--- config.mk ---
export PLATFORM = sky130hd
export DESIGN_NAME = thread_fetch_sequencer
export DESIGN_NICKNAME = d
export VERILOG_FILES = /design/src/rtl/thread_fetch_sequencer.sv
export SDC_FILE = /design/constraint.sdc
export NUM_CORES = 1
export LEC_CHECK = 0
export CORE_UTILIZATION = 49
export DETAILED_ROUTE_END_ITERATION = 12
export GPL_TIMING_DRIVEN = 0
export HOLD_SLACK_MARGIN = 0.12
export PLACE_DENSITY = 0.85
export SKIP_LAST_GASP = 1
export SYNTH_ARGS = -nofsm -noshare
export SYNTH_HDL_FRONTEND = slang
export SYNTH_SLANG_ARGS = --single-unit
--- constraint.sdc ---
create_clock -name clk -period 5.7 [get_ports clk]
set_input_delay 1.14 -clock clk [delete_from_list [all_inputs] [get_ports clk]]
set_output_delay 1.14 -clock clk [all_outputs]
set_load 0.01 [all_outputs]
--- src/rtl/thread_fetch_sequencer.sv ---
// Per-thread PC sequencer: resolves execute-stage branches, issues one round-robin fetch per cycle.
// Optional taken-branch counter is built when BRANCH_COUNT_EN is defined.
module thread_fetch_sequencer #(
    parameter int DATAPATH_WIDTH  = 64,
    parameter int INST_ADDR_WIDTH = 9,
    parameter int THREAD_BITS     = 2
) (
    input  logic                         clk,
    input  logic                         reset,
    input  logic                         en,
    input  logic                         ex_valid,
    input  logic [THREAD_BITS-1:0]       ex_thread_id,
    input  logic [INST_ADDR_WIDTH-1:0]   ex_pc,
    input  logic [DATAPATH_WIDTH-1:0]    R1_data_in,
    input  logic [DATAPATH_WIDTH-1:0]    R2_data_in,
    input  logic                         beq_in,
    input  logic                         bneq_in,
    input  logic [INST_ADDR_WIDTH-1:0]   branch_offset_in,
    input  logic                         start_valid,
    input  logic [THREAD_BITS-1:0]       start_id,
    input  logic [INST_ADDR_WIDTH-1:0]   start_pc,
    input  logic                         stop_valid,
    input  logic [THREAD_BITS-1:0]       stop_id,
    output logic                         fetch_valid,
    output logic [INST_ADDR_WIDTH-1:0]   fetch_pc,
    output logic [THREAD_BITS-1:0]       fetch_thread_id,
    output logic                         flush_valid,
    output logic [THREAD_BITS-1:0]       flush_thread_id,
`ifdef BRANCH_COUNT_EN
    output logic [31:0]                  branch_count,
`endif
    output logic [(1<<THREAD_BITS)-1:0]  thread_running
);

    localparam int NT = 1 << THREAD_BITS;

    logic [NT-1:0]              running_r;
    logic [NT-1:0]              running_next_s;
    logic [INST_ADDR_WIDTH-1:0] pc_r      [NT];
    logic [INST_ADDR_WIDTH-1:0] pc_next_s [NT];
    logic [THREAD_BITS-1:0]     last_tid_r;

    logic                       taken_s;
    logic [INST_ADDR_WIDTH-1:0] target_s;
    logic                       cand_found_s;
    logic [THREAD_BITS-1:0]     cand_s;
    logic [THREAD_BITS-1:0]     scan_idx_s;
    logic                       bypass_s;
    logic [INST_ADDR_WIDTH-1:0] fetch_addr_s;
    logic                       start_ok_s;

    assign thread_running = running_r;

    // Branch resolution against the pre-cycle RUN state
    always_comb begin
        taken_s  = 1'b0;
        target_s = ex_pc + branch_offset_in;
        if (en && ex_valid && running_r[ex_thread_id]) begin
            taken_s = (beq_in  && (R1_data_in == R2_data_in)) ||
                      (bneq_in && (R1_data_in != R2_data_in));
        end else begin
            taken_s = 1'b0;
        end
    end

    // Round-robin candidate: scanning from the far end lets the nearest RUN thread after last_tid win
    always_comb begin
        cand_found_s = 1'b0;
        cand_s       = '0;
        scan_idx_s   = '0;
        for (int k = NT; k >= 1; k--) begin
            scan_idx_s = last_tid_r + THREAD_BITS'(k);
            if (running_r[scan_idx_s]) begin
                cand_found_s = 1'b1;
                cand_s       = scan_idx_s;
            end else begin
                cand_found_s = cand_found_s;
            end
        end
        bypass_s     = taken_s && (cand_s == ex_thread_id);
        fetch_addr_s = bypass_s ? target_s : pc_r[cand_s];
    end

    // Next PC / RUN state: redirect, fetch increment, then start and stop (stop wins)
    always_comb begin
        running_next_s = running_r;
        for (int t = 0; t < NT; t++) begin
            pc_next_s[t] = pc_r[t];
        end
        if (taken_s) begin
            pc_next_s[ex_thread_id] = target_s;
        end else begin
            running_next_s = running_next_s;
        end
        if (en && cand_found_s) begin
            pc_next_s[cand_s] = fetch_addr_s + INST_ADDR_WIDTH'(1'b1);
        end else begin
            running_next_s = running_next_s;
        end
        start_ok_s = start_valid && !running_r[start_id] &&
                     !(stop_valid && (stop_id == start_id));
        if (start_ok_s) begin
            running_next_s[start_id] = 1'b1;
            pc_next_s[start_id]      = start_pc;
        end else begin
            running_next_s = running_next_s;
        end
        if (stop_valid) begin
            running_next_s[stop_id] = 1'b0;
        end else begin
            running_next_s = running_next_s;
        end
    end

    // State and registered outputs; fetch path and pointer freeze while en is low
    always_ff @(posedge clk) begin
        if (reset) begin
            running_r       <= '0;
            last_tid_r      <= THREAD_BITS'(NT - 1);
            fetch_valid     <= 1'b0;
            fetch_pc        <= '0;
            fetch_thread_id <= '0;
            flush_valid     <= 1'b0;
            flush_thread_id <= '0;
            for (int t = 0; t < NT; t++) begin
                pc_r[t] <= '0;
            end
`ifdef BRANCH_COUNT_EN
            branch_count    <= 32'd0;
`endif
        end else begin
            running_r <= running_next_s;
            for (int t = 0; t < NT; t++) begin
                pc_r[t] <= pc_next_s[t];
            end
            if (en) begin
                if (cand_found_s) begin
                    fetch_valid     <= 1'b1;
                    fetch_pc        <= fetch_addr_s;
                    fetch_thread_id <= cand_s;
                    last_tid_r      <= cand_s;
                end else begin
                    fetch_valid     <= 1'b0;
                end
            end
            flush_valid <= taken_s;
            if (taken_s) begin
                flush_thread_id <= ex_thread_id;
`ifdef BRANCH_COUNT_EN
                branch_count    <= branch_count + 32'd1;
`endif
            end
        end
    end

endmodule

# --- Word-level counts from Yosys, hierarchy flattened ---
# Memory sizes are Yosys's and may differ from the RTL's.
# Index checks and enable logic that the tools add are counted.
op_classes:
  addsub: 5
  magnitude_cmp: 15
  eq_ne: 4
  muxes: 48
  n_bitwise: 10
  n_reduce_logical: 18
ops:
  columns: ["operator", "n"]
  rows:
  - ["36-bit bitwise mux", 3]
  - ["36-bit 2-to-1 mux", 3]
  - ["9-bit 2-to-1 mux", 8]
  - ["64-bit == test", 1]
  - ["64-bit != test", 1]
  - ["9-bit demux with 2-bit select", 3]
  - ["2-bit by 3-bit less-than comparator with 1-bit output (second input constant)", 7]
  - ["1-bit 2-to-1 mux", 17]
  - ["1-bit logical AND", 14]
  - ["1-bit binary-select mux with 2-bit select", 6]
  - ["9-bit by 1-bit adder with 9-bit output (second input constant)", 1]
  - ["9-bit adder", 1]
  - ["3-bit >= comparator (second input constant)", 3]
  - ["3-bit by 1-bit less-than comparator with 1-bit output (second input constant)", 3]
  - ["2-bit NOT with 3-bit output", 3]
  - ["2-bit 2-to-1 mux", 4]
  - ["4-bit 2-to-1 mux", 2]
  - ["2-bit adder (second input constant)", 2]
  - ["4-bit AND", 1]
  - ["1-bit demux with 2-bit select", 2]
  - ["2-bit == test", 2]
  - ["2-bit by 1-bit >= comparator with 1-bit output (second input constant)", 2]
  - ["4-bit NOT", 1]
  - ["1-bit OR", 4]
  - ["other kinds (5)", 6]
totals:
  register_bits: 21
  mem_bits_rw: 36
  in_bits: 169
  output_inout_bits: 19
  elab_cells: 108
  n_memories: 1
memory_table:
  columns: ["name", "depth", "width", "rd", "rd_ports_with_merged_regs", "wr", "line", "source"]
  rows:
  - ["pc_r", 4, 9, 5, 0, 4, "39", "logic [INST_ADDR_WIDTH-1:0] pc_r [NT];"]

# --- Logic depth before layout (Yosys ltp) ---
depth:
  depth_word: 16
  depth_mapped: 13
  depth_no_buf: 11

# --- Least setup slack after synthesis ---
# OpenSTA, ideal clock, no wires.
synth_timing:
  path_type: "input -> register"
  startpoint: "in R2_data_in[20]"
  endpoint: "mem pc_r[2][1]"
  setup_time_ns: 0.130
  arrival_time_ns: 3.613
  t_required_ns: 5.570
  path_slack_ns: 1.957
  stages: 8
  path_cell_list: "xor2_1 -> nor4_1 -> nand4_1 -> nor4_4 -> mux2i_1 -> mux2_2 -> a21oi_1 -> o22ai_1"
synth_rtl:
  columns: ["item", "line", "source"]
  rows:
  - ["from (decl)", "15", "input logic [DATAPATH_WIDTH-1:0] R2_data_in,"]
  - ["to (decl)", "39", null]

==> impl_results.md <==
- Status: finished clean
- Seq/Total Area, Yosys: 0.235
- # fillers: roughly 700
- Synthesis warning total: 0
- R2R Path Start: thread_running[1]$_SDFF_PP0_
- # diodes: 0
- Routed met3 length: 2150 um
- Final Max Tran Viols: 0
- Initial antenna violation count: 0
- Drt pass-1 iters: 5
- FF+latch area: 1140 um2
- Post-synth EDFFs: 0
- Syn_nets: a little under 800
- Relative slew slack: 0.0718
- Post-route ant nets: 0
- Yosys top cell area share: 0.235
- First-pass GRT wire length: approximately 29000 um
- Total die area: 10300 um2
- Hold_buf cts: 0
- Final cycle utilization of the critical path: 0.838
- Post-CTS setup buffers: 0
- Overflow left after global routing: 0
- Wire length on met1: slightly below 8000 um
- Commonest non-fill, non-tap cell in the layout: clkdlybuf4s50_1
- DRT iter0 DRCs: around 420
- Max frequency: 209 MHz
- # setup viols final: 0
- PwrDens: 185 nW/um2
- Vias in the first global route: 5485
- Avg Cell Area, Syn: 8.05 um2
- Core area: 9420 um2
- Critical Path Start Type: primary input
- Root Driver: clkbuf_8
- Setup tns final: 0 ns
- Asr flop ratio synth: 0
- Crit-path leading delay family: simple AND/OR/NAND/NOR gates
- Max Used Layer: met4
- Most frequent cells in the layout: 184 x clkdlybuf4s50_1, 75 x xor2_1, 61 x nor2_1
- Wire length per cell: approximately 21 um
- Clock sinks: 57
- CTS tree: built
- NumNets Final: between 900 and 1k
- RSZ-0062 raised after global routing: no
- P_leak: between 2 and 3 nW
- CTS Buf Count: 9
- Synth Instances: 604
- Crit path buf inv count: 2
- Hold slack: 0.501 ns
- DRT Wirelength: a little under 20000 um
- Clk Latency, worst-skew pair: 0.35 ns
- Max VDD drop: 0.170 mV
- DP HPWL: 15300 um
- Clk pin slew, worst setup/hold paths: 0.07 ns
- Crit path DAT: 5.04 ns
- Post-CTS sizing: 0
- Yosys reg bits: 57
- Synth unique cells: 57
- Synth Flop Type: dfxtp_1
- FF-to-FF path depth: 11
- Die X: between 100 and 150 um
- Crit path cell chain: clkdlybuf4s50_1, xor2_1, nor4_1, nand4_1, nor4_4, mux2i_1, buf_2, mux2i_1, a21oi_1, o22ai_1
- Worst R2R Setup Slack: 1.61 ns
- Worst Hold Endpoint: fetch_valid$_SDFFE_PP0P_
- Worst-margin pin slew: 1.38 ns
- Maximum clock path buffer count: 2
- Slowest cell on crit path: mux2i_1
- Area of the multi-input gates: roughly 3500 um2
- Largest net degree at the start of global routing: 12
- RR Endpoint: pc_r[3][6]$_SDFF_PP0_
- Detailed-route DRC error count: 0
- IO buf count: ~180
- Fin crit period: 4.77 ns
- Cell taking the most area after synthesis: dfxtp_1
- # rows: 35
- Max H-tree Level: 3
- CP max stage delay: approximately 0.73 ns
- Main area contributors after synthesis: dfxtp_1 23%, xor2_1 14%, mux2i_1 10%
- P&R area growth vs syn: 45.3%
- Nature of the critical path endpoint: flip-flop
- Total GRT Usage: 0.374
- Skew final: between 0.01 and 0.015 ns
- Gpl congestion: 0.968
- Cell Area, Synth: 4860 um2
- Met2 wire length: between 8000 and 9000 um
- Critical path class: in2reg
- Initial core utilization: 0.516
- Max-cap violations: 0
- Share of post-route cells with drive strength above 1: 0.0633
- Most frequent CP cell: mux2i_1
- Hold depth: 2
- Crit-path max FO: 10
- Worst min path class: reg2reg
- Die height: 102 um
- Final number of hold-violating endpoints: 0
- I/O pins: 188
- Hold Path Origin: fetch_valid$_SDFFE_PP0P_
- Vias post-DR: 5710
- Vias per Instance: 6.11
- CP required: between 5 and 6 ns
==> sequential cells by signal (all words and copies together) (netlist names) <==
name,flops
fetch_pc,9
pc_r,36
flush_valid,1
last_tid_r,2
flush_thread_id,2
thread_running,4
fetch_thread_id,2
fetch_valid,1
==> synth_stat cells (4+ instances only) <==
cell type / count
nor2_1: 61
nand4_1: 11
nand2_1: 36
mux2i_1: 49
o311ai_0: 9
buf_2: 6
dfxtp_1: 57
a21oi_1: 33
o211ai_1: 8
o21ai_0: 23
nand2b_1: 5
a221oi_1: 4
ha_1: 8
and2_1: 4
mux2_2: 12
or3_1: 4
nor3_1: 12
o2111ai_1: 9
nor2b_1: 5
inv_1: 15
nand3_1: 13
xor2_1: 75
o21bai_1: 5
clkbuf_1: 20
a211oi_1: 20
nor4_1: 17
o22ai_1: 13
xnor2_1: 12
a211o_1: 4
o21a_1: 7
==> worst min-delay path, stage by stage (launching register included) <==
cell and delay, ns:
dfxtp_1 0.32, nand2b_1 0.08, a21oi_1 0.06
==> power breakdown <==
group          switching (W)  internal [W]  leakage [nW]
registers          0.0000193      0.000426         0.465
logic               0.000277      0.000249          2.11
clock network       0.000182      0.000156        0.0850
==> layer usage <==
layer / track usage / vias to the layer above
met2: 0.599 / 379
met4: 0.142 / 0
li1: - / 2623
met3: 0.0959 / 73
met5: 0 / -
met1: 0.482 / 2635
==> cells by family (layout without fill, tap and decap cells) <==
logic type,count (synthesis),count (layout),synth area share
xor gates and xnor gates,87,87,0.157
muxes,61,61,0.129
adders and majority gates,9,9,0.0247
DFF,57,57,0.235
AOI/OAI and AO/OA,159,159,0.225
buffers and inverters,48,250,0.0437
and+or+nand+nor,183,183,0.187
==> cell type report <==
type                    count  area share
multi-input cells         499       0.497
inverters                  15     0.00797
plain buffers              33      0.0221
flip-flops and latches     57       0.162
clock buffers               9      0.0175
clock inverters             7     0.00673
well taps                 129      0.0229
repair buffers            186       0.264
==> metrics by stage <==
step	utilization	worst slack, ns	cells	instance area [um2]	total power, W
after CTS	0.749	1.03	934	7050	0.00129
final	0.750	0.926	935	7060	0.00131
after detailed placement	0.731	0.688	918	6880	0.000963
after global placement	0.729	0.651	917	6870	0.000947
after global routing	0.750	0.882	935	7060	0.00136
after floorplan	-	1.96	604	4860	0.000724
==> how the worst max path moves through the flow <==
stage                        start                     to  slack [ns]  depth (start not counted)
detailed placement  R2_data_in[22]  pc_r[2][1]$_SDFF_PP0_        0.69                          9
global route        R2_data_in[22]  pc_r[0][0]$_SDFF_PP0_        0.88                         10
floorplan           R2_data_in[20]  pc_r[2][1]$_SDFF_PP0_        1.96                          8
global placement    R2_data_in[22]  pc_r[3][1]$_SDFF_PP0_        0.65                          9
CTS                 R2_data_in[22]  pc_r[2][1]$_SDFF_PP0_        1.03                          9
finish              R2_data_in[22]  pc_r[0][0]$_SDFF_PP0_        0.93                         10
Note: power is estimated with default switching activity, not from simulation.
